**src/rtl/dmem_stall_ctrl_pkg.sv**
```systemverilog
// dmem_stall_ctrl_pkg
//   Shared definitions for the data-memory stall controller: FSM state
//   encodings, the latency ceiling supported by the wait counter, the
//   counter width and a saturating increment helper for the optional
//   performance counters.
package dmem_stall_ctrl_pkg;

  localparam int DATA_W       = 32;
  localparam int DMEM_LAT_MAX = 15;
  localparam int DMEM_CNT_W   = 4;

  typedef enum logic [1:0] {
    DMEM_IDLE = 2'd0,
    DMEM_WAIT = 2'd1,
    DMEM_HOLD = 2'd2
  } dmem_state_e;

  // Increment that sticks at all-ones instead of wrapping to zero.
  function automatic logic [31:0] sat_inc32(input logic [31:0] v);
    return (v == 32'hFFFF_FFFF) ? v : v + 32'd1;
  endfunction

endpackage

```
**src/rtl/dmem_perf_cnt.sv**
```systemverilog
// dmem_perf_cnt
//   Three saturating 32-bit event counters for the data-memory controller.
//   Only instantiated when DMEM_PERF_CNT_EN is defined.
// Ports:
//   clk, rst          clock, synchronous active-high reset (clears counters)
//   inc_load          one load completed this cycle
//   inc_store         one store issued this cycle
//   inc_stall         mem_stall asserted this cycle
//   perf_loads        completed-load count
//   perf_stores       issued-store count
//   perf_stall_cycles stalled-cycle count
module dmem_perf_cnt
  import dmem_stall_ctrl_pkg::*;
(
  input  logic        clk,
  input  logic        rst,
  input  logic        inc_load,
  input  logic        inc_store,
  input  logic        inc_stall,
  output logic [31:0] perf_loads,
  output logic [31:0] perf_stores,
  output logic [31:0] perf_stall_cycles
);

  logic [31:0] loads_q,  loads_d;
  logic [31:0] stores_q, stores_d;
  logic [31:0] stalls_q, stalls_d;

  always_comb begin
    loads_d  = loads_q;
    stores_d = stores_q;
    stalls_d = stalls_q;
    if (inc_load)  loads_d  = sat_inc32(loads_q);
    if (inc_store) stores_d = sat_inc32(stores_q);
    if (inc_stall) stalls_d = sat_inc32(stalls_q);
  end

  always_ff @(posedge clk) begin
    if (rst) begin
      loads_q  <= '0;
      stores_q <= '0;
      stalls_q <= '0;
    end else begin
      loads_q  <= loads_d;
      stores_q <= stores_d;
      stalls_q <= stalls_d;
    end
  end

  assign perf_loads        = loads_q;
  assign perf_stores       = stores_q;
  assign perf_stall_cycles = stalls_q;

endmodule

```
**src/rtl/dmem_stall_ctrl.sv**
```systemverilog
// dmem_stall_ctrl
//   Bridges the MEM stage of a 5-stage MIPS pipeline to a fixed-latency
//   synchronous single-port data RAM. Loads stall the pipeline for exactly
//   LATENCY cycles; stores are posted without stall; misaligned word
//   accesses are suppressed and flagged with a one-cycle mem_addr_err.
//   Optional feature macro: DMEM_PERF_CNT_EN (adds perf counter outputs).
// Parameters:
//   ADDR_WIDTH  word-address bits driven to the RAM
//   LATENCY     cycles from ram_en to valid ram_rdata (1..15)
// Ports:
//   clk, rst                  clock, synchronous active-high reset
//   mem_valid, mem_en         MEM-stage valid / advance
//   mem_ren, mem_wen          load / store request (both set => load)
//   mem_addr, mem_dout        byte address, store data
//   mem_din                   load data back to the pipeline
//   mem_stall                 hold IF..MEM while a load is outstanding
//   mem_addr_err              pulse on a misaligned access
//   ram_en, ram_we, ram_addr, ram_wdata, ram_rdata   RAM port
//   perf_loads, perf_stores, perf_stall_cycles        (DMEM_PERF_CNT_EN only)
module dmem_stall_ctrl
  import dmem_stall_ctrl_pkg::*;
#(
  parameter int ADDR_WIDTH = 10,
  parameter int LATENCY    = 2
) (
  input  logic                  clk,
  input  logic                  rst,
  input  logic                  mem_valid,
  input  logic                  mem_en,
  input  logic                  mem_ren,
  input  logic                  mem_wen,
  input  logic [31:0]           mem_addr,
  input  logic [31:0]           mem_dout,
  output logic [31:0]           mem_din,
  output logic                  mem_stall,
  output logic                  mem_addr_err,
  output logic                  ram_en,
  output logic                  ram_we,
  output logic [ADDR_WIDTH-1:0] ram_addr,
  output logic [31:0]           ram_wdata,
  input  logic [31:0]           ram_rdata
`ifdef DMEM_PERF_CNT_EN
  ,
  output logic [31:0]           perf_loads,
  output logic [31:0]           perf_stores,
  output logic [31:0]           perf_stall_cycles
`endif
);

  if (LATENCY < 1 || LATENCY > DMEM_LAT_MAX) begin : g_lat_chk
    $error("dmem_stall_ctrl: LATENCY must be in 1..15");
  end

  dmem_state_e            state_q, state_d;
  logic [DMEM_CNT_W-1:0]  cnt_q,   cnt_d;
  logic [DATA_W-1:0]      rd_q,    rd_d;

  logic req;
  logic mis;
  logic load_done;

  // Only the word-address bits reach the RAM; the rest are intentionally dropped.
  logic unused_addr_bits;
  assign unused_addr_bits = ^mem_addr[31:ADDR_WIDTH+2];

  assign req       = mem_valid & (mem_ren | mem_wen);
  assign mis       = (mem_addr[1:0] != 2'b00);
  assign ram_addr  = mem_addr[ADDR_WIDTH+1:2];
  assign ram_wdata = mem_dout;

  always_comb begin
    state_d      = state_q;
    cnt_d        = cnt_q;
    rd_d         = rd_q;
    mem_stall    = 1'b0;
    mem_addr_err = 1'b0;
    mem_din      = '0;
    ram_en       = 1'b0;
    ram_we       = 1'b0;
    load_done    = 1'b0;

    // Everything is quiet while reset is held, so an in-flight read
    // can never leak onto mem_din or trigger new RAM traffic.
    if (!rst) begin
      unique case (state_q)
        DMEM_IDLE: begin
          if (req) begin
            if (mis) begin
              mem_addr_err = 1'b1;
            end else if (mem_ren) begin
              ram_en    = 1'b1;
              mem_stall = 1'b1;
              cnt_d     = DMEM_CNT_W'(LATENCY - 1);
              state_d   = DMEM_WAIT;
            end else begin
              ram_en = 1'b1;
              ram_we = 1'b1;
            end
          end
        end

        DMEM_WAIT: begin
          if (cnt_q != '0) begin
            mem_stall = 1'b1;
            cnt_d     = cnt_q - 1'b1;
          end else begin
            // Bypass the RAM data in the completion cycle; keep a copy in
            // case another stall source holds the pipeline.
            load_done = 1'b1;
            mem_din   = ram_rdata;
            rd_d      = ram_rdata;
            state_d   = mem_en ? DMEM_IDLE : DMEM_HOLD;
          end
        end

        DMEM_HOLD: begin
          mem_din = rd_q;
          if (mem_en) state_d = DMEM_IDLE;
        end

        default: state_d = DMEM_IDLE;
      endcase
    end
  end

  always_ff @(posedge clk) begin
    if (rst) begin
      state_q <= DMEM_IDLE;
      cnt_q   <= '0;
      rd_q    <= '0;
    end else begin
      state_q <= state_d;
      cnt_q   <= cnt_d;
      rd_q    <= rd_d;
    end
  end

`ifdef DMEM_PERF_CNT_EN
  dmem_perf_cnt u_perf (
    .clk               (clk),
    .rst               (rst),
    .inc_load          (load_done),
    .inc_store         (ram_we),
    .inc_stall         (mem_stall),
    .perf_loads        (perf_loads),
    .perf_stores       (perf_stores),
    .perf_stall_cycles (perf_stall_cycles)
  );
`endif

endmodule
```
**config.mk**
```make
export PLATFORM = sky130hd
export DESIGN_NAME = dmem_stall_ctrl
export DESIGN_NICKNAME = d
export VERILOG_FILES = /design/src/rtl/dmem_stall_ctrl_pkg.sv /design/src/rtl/dmem_perf_cnt.sv /design/src/rtl/dmem_stall_ctrl.sv
export SDC_FILE = /design/constraint.sdc
export NUM_CORES = 1
export LEC_CHECK = 0
export CAP_MARGIN = 20
export CORE_ASPECT_RATIO = 2
export CORE_MARGIN = 2
export CORE_UTILIZATION = 33
export DETAILED_ROUTE_END_ITERATION = 7
export GPL_ROUTABILITY_DRIVEN = 0
export HOLD_SLACK_MARGIN = 0.1
export PLACE_DENSITY = 0.78
export SETUP_SLACK_MARGIN = 0.3
export SYNTH_ARGS = -nofsm -noshare
export SYNTH_HDL_FRONTEND = slang
export SYNTH_SLANG_ARGS = --single-unit
```
**constraint.sdc**
```tcl
create_clock -name clk -period 2.1 [get_ports clk]
set_input_delay 0.525 -clock clk [delete_from_list [all_inputs] [get_ports clk]]
set_output_delay 0.525 -clock clk [all_outputs]
set_load 0.03 [all_outputs]
```
## Word-level counts from Yosys, hierarchy flattened

Cells that the tools add are included.

- Input port bits: 102
- Bits in registers: 38

- Equality and inequality tests: 8
- Reductions and logical operators: 7
- Bitwise gates (word level): 3
- Add/subtract/negate cells: 1
- Mux-type cells: 34

Operator list:

| cell | count |
|---|---|
| 32-bit two-way mux | 2 |
| 32-bit case mux with 2 select lines | 1 |
| 1-bit two-way mux | 18 |
| 4-bit two-way mux | 4 |
| 2-bit two-way mux | 6 |
| 2-bit != test (second input constant) | 6 |
| 5-bit AND reduction | 2 |
| 4-bit case mux with 2 select lines | 1 |
| 2-bit case mux with 3 select lines | 1 |
| 2-bit nonzero test | 2 |
| 4-bit nonzero test | 1 |
| 4-bit by 1-bit subtractor with 4-bit output (second input constant) | 1 |
| 2-bit by 1-bit equality test with 1-bit output (second input constant) | 1 |
| 2-bit equality test (second input constant) | 1 |
| 2-bit zero test | 1 |
| 1-bit case mux with 2 select lines | 1 |
| 2-bit AND reduction | 1 |
| 1-bit AND | 1 |
| 1-bit inverter | 1 |
| 1-bit bitwise OR | 1 |

## Logic depth before layout (Yosys ltp)

Gate-level depths: netlist of run 1.

- Depth in word-level cells: 5
- Depth in mapped cells: 9

## Least setup slack after synthesis of run 1

Ideal clock, no wire load.

- Kind: register to output
- Start: register state_q[1]
- End: output mem_din[10]
- Cell stages (with the launch flop): 9
- Data required time: 1,575 ps
- Setup slack: -199 ps
- Arrival: 1,774 ps
- Cells stage by stage: dfxtp_1 -> inv_1 -> ha_1 -> clkbuf_2 -> and4bb_2 -> clkbuf_2 -> buf_2 -> nand2_1 -> a21oi_1

- Cells in the longest elaborated chain, start to end: 3
- Elaborated cells between the ends (all ways): 4
- Classes of those cells: eq/ne (2); mux (2)

RTL lines:

| element | line | source |
|---|---|---|
| start, declared | dmem_stall_ctrl.sv:54 | `dmem_state_e state_q, state_d;` |
| start signal, assigned | dmem_stall_ctrl.sv:132 | `state_q <= state_d;` |
| 2-bit equality test / 2-bit by 1-bit equality test with 1-bit output (equally long branches) | dmem_stall_ctrl.sv:85 | `unique case (state_q)` |
| 32-bit case mux with 2 select lines (*) | dmem_stall_ctrl.sv:85 |  |
| 32-bit two-way mux (*) | dmem_stall_ctrl.sv:84 | `if (!rst) begin` |
| end, declared | dmem_stall_ctrl.sv:34 | `output logic [31:0] mem_din,` |

Mark *: on every way between the ends. The rest lies on a longest branch, timed or not.

## Worst setup path after layout of run 1

- Start: register cnt_q[1]
- End: output mem_din[17]

- Cells in the longest elaborated chain, start to end: 4

RTL lines:

| element | line | source |
|---|---|---|
| start, declared | dmem_stall_ctrl.sv:55 | `logic [DMEM_CNT_W-1:0] cnt_q, cnt_d;` |
| start signal, assigned | dmem_stall_ctrl.sv:133 | `cnt_q <= cnt_d;` |
| 4-bit nonzero test | dmem_stall_ctrl.sv:103 | `if (cnt_q != '0) begin` |
| 32-bit two-way mux | dmem_stall_ctrl.sv:103 |  |
| 32-bit case mux with 2 select lines | dmem_stall_ctrl.sv:85 |  |
| 32-bit two-way mux | dmem_stall_ctrl.sv:84 |  |

Every way passes these cells.

==> impl_metrics.tcl, run 1 <==
set metrics [dict create \
    status "complete, but fails checks" \
    violations "negative setup slack" \
    cts_buffer_depth 2 \
    slowest_stage "dfxtp_2" \
    finalCoreUtilization 0.604 \
    power_frac_seq 0.295 \
    num_rows 41 \
    vias 2259 \
    p_leak_nw 1.36 \
    cp-end-kind "primary output" \
    placed_cell_area_um2 3170 \
    synth_seq_area_share 0.350 \
    pin_count 180 \
    rsz0062_at_grt "yes" \
    slew_violations 0 \
    finalCritPeriodShare 1.08 \
    htree_levels 2 \
    grt_max_degree 40 \
    hold_depth 2 \
    timing.rr.end "state_q[0]$_SDFFE_PP0P_" \
    p_per_area_nw_per_um2 800 \
    ant_nets 0 \
    p_switching_w 0.00111 \
    slowest_delay_ns 0.32 \
    die-width_um 61.4 \
    cp.required_ns 1.57 \
    switching_share 0.362 \
    start_util 0.341 \
    drcViolationCount 0 \
    post_synth.cell_area_avg_um2 7.05 \
    synth_top_area_frac 0.350 \
    hold_viol 0 \
    setup_viol 32 \
    syn-num-nets 416 \
    finClkSkew_ns 0.00479 \
    worstHoldEndpoint "rd_q[5]$_SDFFE_PP0P_" \
    path_max_fanout 5 \
    drv_cap 0 \
    first_global_vias 2259 \
    cts_root_buf "clkbuf_16" \
    drtIter0Drc 103 \
    fin_ws_ns -0.160 \
    synth_seq_cells 38 \
    combPwrFrac 0.475 \
    synth_largest_area_cell "dfxtp_1" \
    grt_pass1_wl_um 10600 \
    clock_power_share 0.230 \
    synthDistinctLibCells 26 \
    fin_cells 453 \
    cts.sinks 38 \
    wl_um 7130 \
    placed_cells 428 \
    clkTransAtPathRegs_ns 0.06 \
    antenna_found_initial 0 \
    start_kind "flop" \
    clk_latency_ns 0.28 \
    path_class "reg -> out" \
    min_from "rd_q[5]$_SDFFE_PP0P_" \
    fillers 582 \
    drive_above_1_share 0.444 \
    synthCells 308 \
    antenna_cells 0 \
    worst_slew_pin_slew_ns 0.462 \
    dp_hpwl_um 4500 \
    p_int_w 0.00196 \
    pre_cts_ws_ns -0.112 \
    syn-cell-area_um2 2170 \
    yosys-top-cells-area "dfxtp_1 35%, nand2_1 17%, a21oi_1 15%" \
    nets 475 \
    min_period_ns 2.26 \
    firstDrtPassIters 4 \
    die_y_um 119 \
    coreArea_um2 6360 \
    rr_worst_depth 8 \
    synth.yosys.warnings 0 \
    port_buffers 75 \
    cts_tree "built" \
    cts_made_buffers 5 \
    path_cells "inv_2 -> ha_4 -> and4bb_4 -> buf_12 -> clkbuf_16 -> nand2_2 -> a21oi_4 -> buf_6" \
    post_drt_wl_per_cell_um 15.7 \
    vias_per_cell 4.99 \
    arrival_ns 1.73 \
    rrSetupSlack_ns 0.15 \
    syn2layout_area_growth_pct 77.1 \
    grt-ovfl-total 0 \
    design_area_um2 3840 \
    maxSlewHeadroom 0.692 \
    r2r-start "cnt_q[1]$_SDFFE_PP0P_" \
    fmax_ghz 0.442 \
    grt.total_usage 0.193 \
    dieArea_um2 7280 \
    ir_drop_v 0.000517 \
    hold_class "reg -> reg" \
]
state kept, by name, summed over array words and instances, names as in the netlist:
| name | cells |
|---|---|
| rd_q | 32 |
| state_q | 2 |
| cnt_q | 4 |
Yosys cell counts:
cell / n
a211oi_1: 2
a21oi_1: 67
a222oi_1: 1
and4bb_2: 1
buf_2: 6
buf_4: 42
clkbuf_1: 12
clkbuf_2: 2
dfxtp_1: 38
ha_1: 6
inv_1: 7
mux2_2: 1
mux2i_1: 1
nand2_1: 98
nand4_1: 2
nand4b_1: 2
nand4bb_1: 1
nor2_1: 9
nor3_1: 2
nor4_1: 1
o2111ai_1: 1
o21ai_0: 2
o31ai_1: 1
o32a_1: 1
or3b_1: 1
or4b_1: 1
metal layers:
| metal | part of all wire | track usage |
|---|---|---|
| met5 | 0 | 0 |
| met4 | 0.045 | 0.110 |
| met3 | 0.044 | 0.0317 |
| met2 | 0.58 | 0.352 |
| met1 | 0.33 | 0.190 |
how the worst max path moves through the flow:
stage | start | to | slack, ns | depth (start not counted)
floorplan | state_q[1]$_SDFFE_PP0P_ | mem_din[10] | 0.11 | 8
global placement | rst | ram_we | -0.1 | 6
detailed placement | rst | mem_din[27] | -0.11 | 6
CTS | cnt_q[1]$_SDFFE_PP0P_ | mem_din[23] | -0.17 | 8
global route | cnt_q[1]$_SDFFE_PP0P_ | mem_din[7] | -0.20 | 8
finish | cnt_q[1]$_SDFFE_PP0P_ | mem_din[17] | -0.16 | 8
per-stage QoR:
| stage | total power, W | TNS, ns | hold slack, ns |
|---|---|---|---|
| finish | 0.00308 | -3.84 | 0.453 |
| global route | 0.00324 | -5.43 | 0.469 |
| CTS | 0.00288 | -4.54 | 0.455 |
| detailed placement | 0.00196 | -2.75 | 0.447 |
| global placement | 0.00193 | -2.38 | 0.441 |
| floorplan | 0.00176 | 0 | 0.437 |
final cells by class:
| class | instances | area, um^2 | area share |
|---|---|---|---|
| inverters | 7 | 26.3 | 0.00684 |
| flip-flops and latches | 38 | 764 | 0.199 |
| clock inverters | 2 | 10.0 | 0.00260 |
| clock buffers | 5 | 125 | 0.0326 |
| multi-input cells | 201 | 1570 | 0.407 |
| well taps | 86 | 108 | 0.0280 |
| repair buffers | 114 | 1240 | 0.324 |
placed cells by master (no fill, tap or decap), types with 3 or more instances in the layout:
master	instances
nor2_1	7
dlygate4sd2_1	6
buf_12	6
buf_6	41
nand2_2	13
ha_4	3
clkdlybuf4s50_1	33
clkbuf_16	7
ha_1	3
nand2_1	72
a21oi_4	31
inv_2	6
buf_4	23
dfxtp_2	3
a21oi_1	34
nand2_4	13
dfxtp_1	35
power groups by stage:
| stage | Clock, W | Sequential (W) | Combinational (W) |
|---|---|---|---|
| floorplan | 0 | 0.000907 | 0.000854 |
| global placement | 0 | 0.000912 | 0.00102 |
| detailed placement | 0 | 0.000918 | 0.00104 |
| CTS | 0.000729 | 0.000905 | 0.00124 |
| global route | 0.000761 | 0.000920 | 0.00156 |
| finish | 0.000708 | 0.000907 | 0.00146 |
cells by family (layout without fill, tap and decap cells):
kind of cell / Yosys count / after routing / share of synthesized area
AO/OA/AOI/OAI: 75 / 75 / 0.183
adder cells (fa/ha/maj): 6 / 6 / 0.0346
buffers and inverters: 69 / 128 / 0.197
flip-flops: 38 / 38 / 0.350
multiplexers: 2 / 2 / 0.00980
AND/OR/NAND/NOR: 118 / 118 / 0.226
critical path, delay by kind of cell, from the launching register on:
| family | cells | cell delay, ns |
|---|---|---|
| buf+inv | 4 | 0.50 |
| flops | 1 | 0.32 |
| fa+ha+maj | 1 | 0.14 |
| simple gates | 2 | 0.36 |
| compound gates | 1 | 0.13 |
what timing repair did:
item                       4_1_cts  5_1_grt
pin swaps                        9       23
hold buffers                     0        0
gates cloned                     1        2
setup endpoints to repair       39       74
setup buffers                    7        8
resized for setup               68       32
Note: power is estimated with default switching activity, not from simulation.
==> inputs of run 2 (changes only) <==
--- a/config.mk
+++ b/config.mk
@@ -7,7 +7,6 @@
 export LEC_CHECK = 0
 export CAP_MARGIN = 20
 export CORE_ASPECT_RATIO = 2
-export CORE_MARGIN = 2
 export CORE_UTILIZATION = 33
 export DETAILED_ROUTE_END_ITERATION = 7
 export GPL_ROUTABILITY_DRIVEN = 0
==> run 2 against run 1 <==
  * Register-to-register slack got worse by 0.24 ns
  * Final area increased by 4.5%
  * The flow still finishes with violations (negative setup slack)
  * Combinational power increased by 12%
  * Setup slack got worse by 0.044 ns
  * Sequential power about the same
  * Non-clock buffer count increased by 5
  * Cell count increased by 1.3%
  * Worst hold slack improved by 0.0025 ns
  * Count of clock-buffer cells in the layout increased by 2
  * Die area decreased by 4.9%
  * Critical endpoint is now mem_din[8]
  * Fmax decreased by 1.9%
  * Via count increased by 2.4%
  * Critical path type unchanged
==> impl_metrics.tcl, run 2 (synthesis gave the netlist of run 1 again) <==
set metrics [dict create \
    hold_class "reg -> reg" \
    die-width_um 59.4 \
    clk_latency_ns 0.28 \
    pin_count 180 \
    cts.sinks 38 \
    rsz0062_at_grt "yes" \
    start_kind "flop" \
    arrival_ns 1.78 \
    fin_hold_ws_ns 0.455 \
    cp-end-kind "primary output" \
    maxSlewHeadroom 0.705 \
    vias_per_cell 5.04 \
    ant_nets 0 \
    p_leak_nw 1.46 \
    finalCritPeriodShare 1.10 \
    violations "negative setup slack" \
    path_class "reg -> out" \
    vias 2314 \
    setup_viol 36 \
    antenna_cells 0 \
    num_rows 41 \
    hold_viol 0 \
    fin_ws_ns -0.204 \
    cts_tree "built" \
    grt.total_usage 0.195 \
    fmax_ghz 0.434 \
    min_period_ns 2.30 \
    firstDrtPassIters 4 \
    ir_drop_v 0.000613 \
    coreArea_um2 6310 \
    drv_cap 0 \
    cts_root_buf "clkbuf_16" \
    port_buffers 75 \
    reg.largest.list "rd_q: 32 flops, cnt_q: 4 flops, state_q: 2 flops" \
    post_drt_wl_per_cell_um 15.1 \
    start_util 0.344 \
    cts_hold_buf 0 \
    dieArea_um2 6930 \
    dp_hpwl_um 4200 \
    first_global_vias 2272 \
    pre_cts_ws_ns -0.142 \
    htree_levels 2 \
    clkTransAtPathRegs_ns 0.05 \
    finClkSkew_ns 0.00384 \
    largest_register_ffs 32 \
    syn2layout_area_growth_pct 85.0 \
    slew_violations 0 \
    die_y_um 117 \
    cts_made_buffers 5 \
    path_max_fanout 6 \
    grt_pass1_wl_um 10100 \
    worst_slew_pin_slew_ns 0.443 \
    grt_max_degree 40 \
    mostFrequentLayoutCell "nand2_1" \
    layout_common_cells "64 x nand2_1, 41 x buf_6, 34 x dfxtp_1" \
    status "complete, but fails checks" \
    wl_um 6910 \
    p_per_area_nw_per_um2 822 \
    cp.required_ns 1.57 \
    grt-ovfl-total 0 \
    cts_buffer_depth 2 \
    drive_above_1_share 0.475 \
    top_register "rd_q" \
    drcViolationCount 0 \
    antenna_found_initial 0 \
    nets 480 \
    drtIter0Drc 76 \
]
## run 2: changes by cell type in the layout (fill, tap and decap cells not counted), moves of 2 or more
| cell | change |
|---|---|
| a21oi_2 | +2 |
| nand2_1 | -8 |
| buf_12 | +3 |
| nand2_4 | +4 |
| nand2_2 | +3 |
| buf_16 | +2 |
## run 2: per-layer routing
| layer | global-route usage | wire length (um) |
|---|---|---|
| met4 | 0.132 | 369 |
| met2 | 0.363 | 3940 |
| met1 | 0.184 | 2250 |
| met5 | 0 | 0 |
| met3 | 0.0354 | 347 |
## run 2: critical path, cell delays in order, from the launching register on
cell and delay, ns:
dfxtp_2 0.32, inv_2 0.07, ha_4 0.13, and4bb_2 0.27, buf_6 0.13, buf_12 0.10, buf_16 0.13, nand2_2 0.08
a21oi_4 0.12, buf_6 0.14
## run 2: through the flow
| stage | std cells | TNS [ns] | cell area, um^2 | power [W] | utilization |
|---|---|---|---|---|---|
| global placement | 423 | -3.14 | 3140 | 0.00190 | 0.498 |
| CTS | 452 | -4.93 | 3860 | 0.00314 | 0.612 |
| finish | 459 | -5.63 | 4020 | 0.00330 | 0.637 |
| global route | 459 | -7.77 | 4020 | 0.00347 | 0.637 |
| detailed placement | 423 | -3.78 | 3140 | 0.00193 | 0.498 |
| floorplan | 308 | 0 | 2630 | 0.00176 | - |
## run 2: worst paths after layout
path | startpoint | end | slack [ns] | cells after the start
max | cnt_q[0]$_SDFFE_PP0P_ | mem_din[8] | -0.20 | 9
min | rd_q[9]$_SDFFE_PP0P_ | rd_q[9]$_SDFFE_PP0P_ | 0.46 | 2
max reg2reg | cnt_q[0]$_SDFFE_PP0P_ | state_q[0]$_SDFFE_PP0P_ | -0.09 | 12
min reg2reg | rd_q[9]$_SDFFE_PP0P_ | rd_q[9]$_SDFFE_PP0P_ | 0.46 | 2
## run 2: cell type report
| cell class | instances | area (um^2) |
|---|---|---|
| clock buffer | 7 | 143 |
| clock inverter | 1 | 5.00 |
| fill | 507 | 2290 |
| inverter | 7 | 26.3 |
| multi-input combinational | 201 | 1620 |
| sequential | 38 | 766 |
| tap | 86 | 108 |
| timing repair buffer | 119 | 1350 |
## run 2: repair_timing
item	in CTS	in global routing
setup endpoints to repair	42	72
buffers inserted	18	4
gates resized for setup	103	16
cloned	3	3
pin swaps	18	7
## run 2: power breakdown
part	switching (W)	internal, W	total (W)
Sequential	0.0000670	0.000843	0.000910
Clock	0.000287	0.000471	0.000757
Combinational	0.000826	0.000809	0.00163
==> inputs of run 3 (changes only) <==
--- a/config.mk
+++ b/config.mk
@@ -5,7 +5,6 @@
 export SDC_FILE = /design/constraint.sdc
 export NUM_CORES = 1
 export LEC_CHECK = 0
-export CAP_MARGIN = 20
 export CORE_ASPECT_RATIO = 2
 export CORE_UTILIZATION = 33
 export DETAILED_ROUTE_END_ITERATION = 7
==> results of run 3 <==
Final layout, timing and power as in run 2 (identical DEF).
